**config.mk**
```make
export PLATFORM = sky130hd
export DESIGN_NAME = mcpu_imem_loader_flat
export DESIGN_NICKNAME = d
export VERILOG_FILES = /design/src/rtl/mcpu_imem_loader_pkg.sv /design/src/rtl/mcpu_imem_loader_if.sv /design/src/rtl/mcpu_imem_loader_ram.sv /design/src/rtl/mcpu_imem_loader.sv /design/src/flat_wrapper.sv
export SDC_FILE = /design/constraint.sdc
export NUM_CORES = 2
export LEC_CHECK = 0
export ABC_AREA = 1
export BUFFER_PORTS_ARGS = -buffer_cell sky130_fd_sc_hd__buf_2
export CORE_MARGIN = 10
export CORE_UTILIZATION = 40
export CTS_CLUSTER_SIZE = 24
export DETAILED_ROUTE_END_ITERATION = 8
export SLEW_MARGIN = 30
export SYNTH_ARGS = -nofsm -noshare
export SYNTH_HDL_FRONTEND = slang
export SYNTH_HIERARCHICAL = 1
export SYNTH_SLANG_ARGS = --single-unit
export TNS_END_PERCENT = 10
```
**constraint.sdc**
```tcl
create_clock -name clk -period 5.6 [get_ports clk]
set_input_delay 0.56 -clock clk [delete_from_list [all_inputs] [get_ports clk]]
set_output_delay 0.56 -clock clk [all_outputs]
set_load 0.1 [all_outputs]
```
**src/rtl/mcpu_imem_loader_pkg.sv**
```systemverilog
// Shared definitions for the MCPU instruction-memory loader: FSM state encodings
// and the halt opcode fed to the core when the PC is outside the loaded program.
package mcpu_imem_loader_pkg;

  typedef enum logic [1:0] {
    ST_IDLE = 2'd0,
    ST_LOAD = 2'd1,
    ST_RUN  = 2'd2,
    ST_ERR  = 2'd3
  } imem_state_e;

  // MOV PC<-PC: the core spins in place on this opcode.
  localparam logic [7:0] MCPU_HALT_OPCODE = 8'h00;

endpackage

```
**src/rtl/mcpu_imem_loader_if.sv**
```systemverilog
// Byte-stream program load channel (valid/ready with last-byte marker).
interface mcpu_imem_loader_if;
  logic       in_valid;
  logic [7:0] in_data;
  logic       in_last;
  logic       in_ready;

  modport master (output in_valid, in_data, in_last, input in_ready);
  modport slave  (input in_valid, in_data, in_last, output in_ready);
endinterface

```
**src/rtl/mcpu_imem_loader_ram.sv**
```systemverilog
// Byte-wide instruction RAM: one synchronous write port, one asynchronous read port.
// Contents are intentionally not reset.
module mcpu_imem_ram #(
  parameter int ADDR_WIDTH = 8
) (
  input  logic                  clk,
  input  logic                  we,
  input  logic [ADDR_WIDTH-1:0] waddr,
  input  logic [7:0]            wdata,
  input  logic [ADDR_WIDTH-1:0] raddr,
  output logic [7:0]            rdata
);
  localparam int DEPTH = 2**ADDR_WIDTH;

  logic [7:0] mem [DEPTH];

  always_ff @(posedge clk) begin
    if (we) mem[waddr] <= wdata;
  end

  assign rdata = mem[raddr];

endmodule

```
**src/rtl/mcpu_imem_loader.sv**
```systemverilog
// Instruction-memory stage for the MCPU core: loads a program from a byte stream,
// holds the core in reset while loading and serves irom_in from cnt_pc in RUN.
// Optional MCPU_IMEM_CHECKSUM_EN adds load_sum, the mod-256 sum of accepted bytes.
module mcpu_imem_loader
  import mcpu_imem_loader_pkg::*;
#(
  parameter int DATA_WIDTH = 32,
  parameter int ADDR_WIDTH = 8
) (
  input  logic                  clk,
  input  logic                  reset,
  input  logic                  load_start,
  mcpu_imem_loader_if.slave     strm,
  input  logic [DATA_WIDTH-1:0] cnt_pc,
  output logic [7:0]            irom_in,
  output logic                  core_reset,
  output logic                  loading,
  output logic                  load_done,
  output logic [ADDR_WIDTH:0]   load_count,
  output logic                  err_ovf
`ifdef MCPU_IMEM_CHECKSUM_EN
  ,
  output logic [7:0]            load_sum
`endif
);

  localparam logic [ADDR_WIDTH:0] DEPTH = {1'b1, {ADDR_WIDTH{1'b0}}};

  imem_state_e           state, state_n;
  logic [ADDR_WIDTH:0]   wptr;
  logic                  full, acc;
  logic [7:0]            rdata;

  assign full          = (wptr == DEPTH);
  assign strm.in_ready = (state == ST_LOAD) & ~load_start & ~full;
  assign acc           = strm.in_valid & strm.in_ready;

  always_comb begin
    state_n = state;
    if (load_start) begin
      state_n = ST_LOAD;
    end else if (state == ST_LOAD) begin
      if (acc && strm.in_last) state_n = ST_RUN;
      else if (full)           state_n = ST_ERR;
    end
  end

  // wptr doubles as load_count: both restart together and advance on every accept.
  always_ff @(posedge clk or posedge reset) begin
    if (reset) begin
      state      <= ST_IDLE;
      core_reset <= 1'b1;
      load_done  <= 1'b0;
      err_ovf    <= 1'b0;
      wptr       <= '0;
    end else begin
      state      <= state_n;
      core_reset <= (state_n != ST_RUN);
      load_done  <= (state == ST_LOAD) && (state_n == ST_RUN);
      err_ovf    <= ~load_start & (err_ovf | ((state == ST_LOAD) && (state_n == ST_ERR)));
      if (load_start) wptr <= '0;
      else if (acc)   wptr <= wptr + 1'b1;
    end
  end

`ifdef MCPU_IMEM_CHECKSUM_EN
  logic [7:0] sum_q;
  always_ff @(posedge clk or posedge reset) begin
    if (reset)           sum_q <= '0;
    else if (load_start) sum_q <= '0;
    else if (acc)        sum_q <= sum_q + strm.in_data;
  end
  assign load_sum = sum_q;
`endif

  mcpu_imem_ram #(.ADDR_WIDTH(ADDR_WIDTH)) u_ram (
    .clk   (clk),
    .we    (acc),
    .waddr (wptr[ADDR_WIDTH-1:0]),
    .wdata (strm.in_data),
    .raddr (cnt_pc[ADDR_WIDTH-1:0]),
    .rdata (rdata)
  );

  assign loading    = (state == ST_LOAD);
  assign load_count = wptr;

  // Full-width compare so a PC beyond the program never aliases onto low RAM.
  assign irom_in = ((state == ST_RUN) && (cnt_pc < DATA_WIDTH'(wptr))) ? rdata
                                                                       : MCPU_HALT_OPCODE;

endmodule

```
**src/flat_wrapper.sv**
```systemverilog
// flat-port wrapper written by rule: the top's interface ports become plain ports
module mcpu_imem_loader_flat import mcpu_imem_loader_pkg::*;
#(
  parameter int DATA_WIDTH = 32,
  parameter int ADDR_WIDTH = 8
)
  (clk, reset, load_start, cnt_pc, irom_in, core_reset, loading, load_done, load_count, err_ovf, strm_in_valid, strm_in_data, strm_in_last, strm_in_ready);
  mcpu_imem_loader_if strm_i ();
  input  logic clk;
  input  logic reset;
  input  logic load_start;
  input  logic [DATA_WIDTH-1:0] cnt_pc;
  output logic [7:0] irom_in;
  output logic core_reset;
  output logic loading;
  output logic load_done;
  output logic [ADDR_WIDTH:0] load_count;
  output logic err_ovf;
  input wire logic [$bits(strm_i.in_valid)-1:0] strm_in_valid;
  input wire logic [$bits(strm_i.in_data)-1:0] strm_in_data;
  input wire logic [$bits(strm_i.in_last)-1:0] strm_in_last;
  output wire logic [$bits(strm_i.in_ready)-1:0] strm_in_ready;
  assign strm_i.in_valid = strm_in_valid;
  assign strm_i.in_data = strm_in_data;
  assign strm_i.in_last = strm_in_last;
  assign strm_in_ready = strm_i.in_ready;
  mcpu_imem_loader #(.DATA_WIDTH(DATA_WIDTH), .ADDR_WIDTH(ADDR_WIDTH)) u_core (.clk(clk), .reset(reset), .load_start(load_start), .strm(strm_i), .cnt_pc(cnt_pc), .irom_in(irom_in), .core_reset(core_reset), .loading(loading), .load_done(load_done), .load_count(load_count), .err_ovf(err_ovf));
endmodule
```
## Yosys cells after proc, flatten, opt, wreduce, memory -nomap -nowiden

Memory sizes are Yosys's and may differ from the RTL's.
Index checks and enable logic that the tools add are counted.

- Multiplexer cells: 9
- Bitwise operators: 7
- Magnitude comparators: 1
- Add/subtract/negate cells: 1
- Reduce and logical (&&, ||, !) cells: 5
- Eq/ne operators: 6

Operator list:

| kind | number |
|---|---|
| 32-bit by 9-bit less-than comparator with 1-bit output | 1 |
| 9-bit two-way mux | 2 |
| 9-bit by 1-bit adder with 9-bit output, second input constant | 1 |
| 9-bit == test, second input constant | 1 |
| 2-bit two-way mux | 4 |
| 8-bit two-way mux | 1 |
| 2-bit == test, second input constant | 3 |
| 1-bit bitwise AND | 4 |
| 1-bit logical AND | 4 |
| 2-bit by 1-bit == test with 1-bit output, second input constant | 1 |
| 1-bit two-way mux | 2 |
| 2-bit != test, second input constant | 1 |
| 1-bit NOT | 2 |
| 2-bit nonzero test | 1 |
| 1-bit OR | 1 |

- Flip-flop bits (word level): 14
- Memories kept: 1
- Memory bits (writable): 2048
- Logic and storage cells: 35
- Output and inout port bits: 22

Memory list:

| memory | depth | width | read ports | clocked after Yosys merged registers in | wr ports | line | RTL |
|---|---|---|---|---|---|---|---|
| u_core.u_ram.mem | 256 | 8 | 1 | 0 | 1 | mcpu_imem_loader_ram.sv:15 | `logic [7:0] mem [DEPTH];` |

## Depth between registers and ports, before layout

- Word-level depth: 12
- Gate-level depth with buffers: 17
- Mapped depth without buffers: 13

## Modules after synthesis

Netlist, hierarchy kept.

Modules (own cells, without submodules):

| module | area each (sq um) | cells each | sequential area each (sq um) | instances |
|---|---|---|---|---|
| mcpu_imem_ram | 83236.1 | 6995 | 61499.0 | 1 |
| mcpu_imem_loader | 1157.4 | 170 | 351.6 | 1 |

## Worst setup path before layout

Ideal clock, no wire load.

- Kind: reg2out
- Start point: register u_core.wptr[7] (netlist: u_core/load_count[7])
- End point: output port irom_in[0]
- Buffers on the path: 0
- Stages on the path, launching flop included: 9
- Arrival: 3260 ps
- Path slack: 1780 ps
- Cell sequence: dfrtp_1 > inv_1 > ha_1 > a21oi_1 > o21a_1 > nand2_1 > nand2_1 > nand2_2 > nor2_1

- Longest elaborated chain between the ends: 3

Ends and longest elaborated chain:

| element | line | RTL |
|---|---|---|
| start: declaration | mcpu_imem_loader.sv:30 | `logic [ADDR_WIDTH:0] wptr;` |
| start signal: assignment | mcpu_imem_loader.sv:62 | `else if (acc) wptr <= wptr + 1'b1;` |
| 32-bit by 9-bit less-than comparator with 1-bit output | mcpu_imem_loader.sv:89 | `assign irom_in = ((state == ST_RUN) && (cnt_pc < DATA_WIDTH'(wptr))) ? rdata` |
| 1-bit logical AND | mcpu_imem_loader.sv:89 |  |
| 8-bit two-way mux | mcpu_imem_loader.sv:89 |  |
| end: declaration | flat_wrapper.sv:13 | `output logic [7:0] irom_in;` |

Every way passes these cells.

## Worst setup path after layout

- Start point: input port cnt_pc[0]
- End point: output port irom_in[4]

RTL lines:

| element | line | RTL |
|---|---|---|
| start: declaration | flat_wrapper.sv:12 | `input logic [DATA_WIDTH-1:0] cnt_pc;` |
| memory read 256 x 8 bit | n/a |  |
| net u_core.rdata[4] | mcpu_imem_loader.sv:32 | `logic [7:0] rdata;` |
| 8-bit two-way mux | mcpu_imem_loader.sv:89 |  |

The timed path passes the listed nets, and every way through them passes these cells.

==> out/metrics.cfg <==
[critical_path]
crit_fanout=144
crit_required_ps=5040
slowest_delay_ps=560
crit_path_start=cnt_pc[0]
cp.arrival_ps=4140
cpMostUsedCell=nand3_1
reg2reg_to=u_core/u_ram/mem[212][5]$_DFFE_PP_
ff2ff_path_depth=9
crit_slowest_cell=inv_16
path_class=in -> out
cp-endpoint=irom_in[4]
timing.rr.start=u_core/load_count[0]$_DFFE_PP0P_
cp_num_buf_inv=5
crit_chain=buf_8 > inv_16 > buf_12 > nand2_1 > nand3_1 > nand3_1 > nand3_1 > nand3_1 > nand3_1 > nand3_1 > nand2_1 > nand2_1 > nand2_1 > inv_1 > nor2_1 > buf_12
startpoint_type=primary input
r2r_slack_ps=1690
cp_top_family=simple AND/OR/NAND/NOR gates
crit_path_end_kind=primary output
worstSetupPathDepth=16

[clock_network]
cts-root-buf=clkbuf_16
clk_pin_slew_ps=60
cts_tree=yes
cts.sinks=2062
clk_latency_ps=830
cts_made_buffers=209
cts_resized=0
htreeDepth=4
ctsLongestPathBuffers=3

[cells_and_area]
area_delta_synth_final_pct=11.5
drive_above_1_share=0.0673
n_fill_cell=19100
fin_area_mm2=0.0941
nets=7117

[logic_synthesis]
yosysTopAreaCellShare=0.729
ys_types=32
syn_area_mm2=0.0844
ys_warn_count=6
synth_area_leader_cell=edfxtp_1
post_synth_main_area_contributors=edfxtp_1 73%, nand3_1 12%, nand2_1 9.6%
syn_avg_cell_area_um2=11.8
yosysSeqAreaShare=0.733
syn_inst=7165
ys_seq_elements=2062
syn_nets=7220

[timing]
fmax_mhz=213
setup_tns_ps=0
hold_viol_final=0
rsz0062_at_grt=no
tightest_slew_ps=1110
setup_viol=0
post-route-period-util=0.839
whs_ps=63.1
slew_viol_final=0
skew_ps=27.1
slew_headroom=0.260
timing.final.crit_period_ps=4700

[routing]
viasPerCell=5.54
drc_errors=0
num_vias=55700
routed_wl_um=235000
dr.pass1.iters=6
drtAntennaViolNets=0
drt-initial-drc-count=7154
wl_per_cell_um=23.4

[grt]
grt_max_degree=155
grt_antenna_before_repair=9
grt_pass1_vias=52900
grt_usage=0.197
grt_overflow=0
grt_pass1_wl_um=349000

[place]
placed_cell_area_mm2=0.0873
portBuffers=66
routabilityCongestion=0.858
hpwl_um=129000

[min_path]
hold_class=in -> reg

[die]
num_rows=168
ios=67
start_util=0.402
core-area_mm2=0.210
die_area_mm2=0.230
die_x_um=479
die_y_um=479

[pwr]
ir_worst_vdd_mv=0.317
power_mw=32.6
cellPowerDensity_mw_per_mm2=347
leakage_nw=32.4

[run_status]
outcome=finished clean

[job]
max_cap_violations=0

## per-stage QoR
stage                     std cells  setup slack [ps]   util
after global placement         9652               982  0.416
after detailed placement       9652              1010  0.416
after floorplan                7165              1780      -
after CTS                     10000               997  0.448
after global routing          10000               832  0.448
final                         10000               904  0.448
## cell usage in the layout, fill, tap and decap left out, types with 2 or more instances in the layout
cell / Yosys / layout
nand2_1: 2162 / 2156
edfxtp_1: 2048 / 2048
nand3_1: 2027 / 2027
nor2_1: 314 / 308
clkbuf_16: 0 / 215
buf_4: 46 / 59
inv_1: 58 / 55
clkbuf_1: 112 / 52
clkinv_1: 0 / 49
buf_12: 0 / 48
buf_2: 268 / 46
clkinv_2: 0 / 40
bufinv_16: 0 / 18
dfrtp_1: 13 / 13
buf_8: 1 / 11
ha_1: 10 / 10
inv_2: 10 / 9
o21ai_1: 7 / 7
a21oi_1: 6 / 6
nor2_2: 0 / 6
inv_6: 0 / 5
nand2_2: 3 / 5
nand2_4: 1 / 5
clkinv_8: 0 / 4
xor2_1: 4 / 4
diode_2: 0 / 3
inv_16: 0 / 3
dlygate4sd3_1: 0 / 3
nor3_1: 3 / 3
nand4_1: 3 / 3
clkinvlp_4: 0 / 2
o31ai_1: 2 / 2
nor4_1: 2 / 2
inv_8: 0 / 2
## synthesized netlist by cell type (all sizes together)
master,instances
edfxtp,2048
nor4b,1
clkbuf,112
nor3,3
nor2,315
o21a,1
o31ai,2
o21ai,7
nand2,2166
a31oi,1
xor2,4
ha,10
nand4,4
buf,371
dfstp,1
nor4,2
inv,69
a21oi,6
dfrtp,13
nand3,2029
## worst reg2reg max path: cells and delay by family (launching register included)
kind,cells,cell delay [ps]
buffers and inverters,2,610
flip-flops,1,490
AND/OR/NAND/NOR,6,2170
adder cells (fa/ha/maj),1,250
## power breakdown
| group | leakage (nW) | switching, mW | total [mW] | internal (mW) |
|---|---|---|---|---|
| clock network | 3.27 | 5.81 | 13.6 | 7.84 |
| logic | 10.6 | 1.52 | 1.98 | 0.462 |
| registers | 18.6 | 0.00722 | 17.0 | 17.0 |
## how the worst min path moves through the flow
stage | start | endpoint | slack, ps | cells past startpoint
after floorplan | reset | u_core/err_ovf$_DFF_PP0_ | 450 | 1
after global placement | u_core/err_ovf$_DFF_PP0_ | u_core/err_ovf$_DFF_PP0_ | 470 | 2
after detailed placement | u_core/err_ovf$_DFF_PP0_ | u_core/err_ovf$_DFF_PP0_ | 500 | 2
after CTS | strm_in_valid | u_core/load_done$_DFF_PP0_ | 4 | 3
after global routing | strm_in_valid | u_core/load_done$_DFF_PP0_ | 60 | 3
final | strm_in_valid | u_core/load_done$_DFF_PP0_ | 60 | 3
## what timing repair did
item                      CTS  global route
hold buffers                3             0
setup buffers               0             0
hold endpoints to repair   17             0
## flip-flops by register name (all words and copies together), names as in the netlist
name,count
u_core/load_count,9
u_core/u_ram/mem,2048
u_core/state,2
u_core/err_ovf,1
u_core/load_done,1
u_core/core_reset,1
## cell families after synthesis
kind of cell	share of synthesized area
buf+inv	0.0322
compound gates	0.00111
flops	0.733
simple gates	0.232
xor+xnor	0.000415
fa+ha+maj	0.00148
## layout make-up
type / instances / area (µm²) / share of cell area
diodes: 3 / 7.51 / 0.0000798
clock buffers: 267 / 5580 / 0.0593
clock inverters: 120 / 1090 / 0.0116
inverters: 69 / 298 / 0.00317
multi-input cells: 4551 / 19900 / 0.211
flip-flops and latches: 2062 / 61900 / 0.657
well taps: 2805 / 3510 / 0.0373
repair buffers: 169 / 1870 / 0.0199
## metal layers
layer  share of wire  wire length, µm  global-route usage  vias up
li1                -                -                   -    25200
met5         0.00021               49                   0        -
met1            0.41            97300               0.273    27600
met3           0.085            20100              0.0371      420
met4           0.036             8490              0.0726        8
met2            0.46           109000               0.310     2507
(Power assumes the default switching activity.)
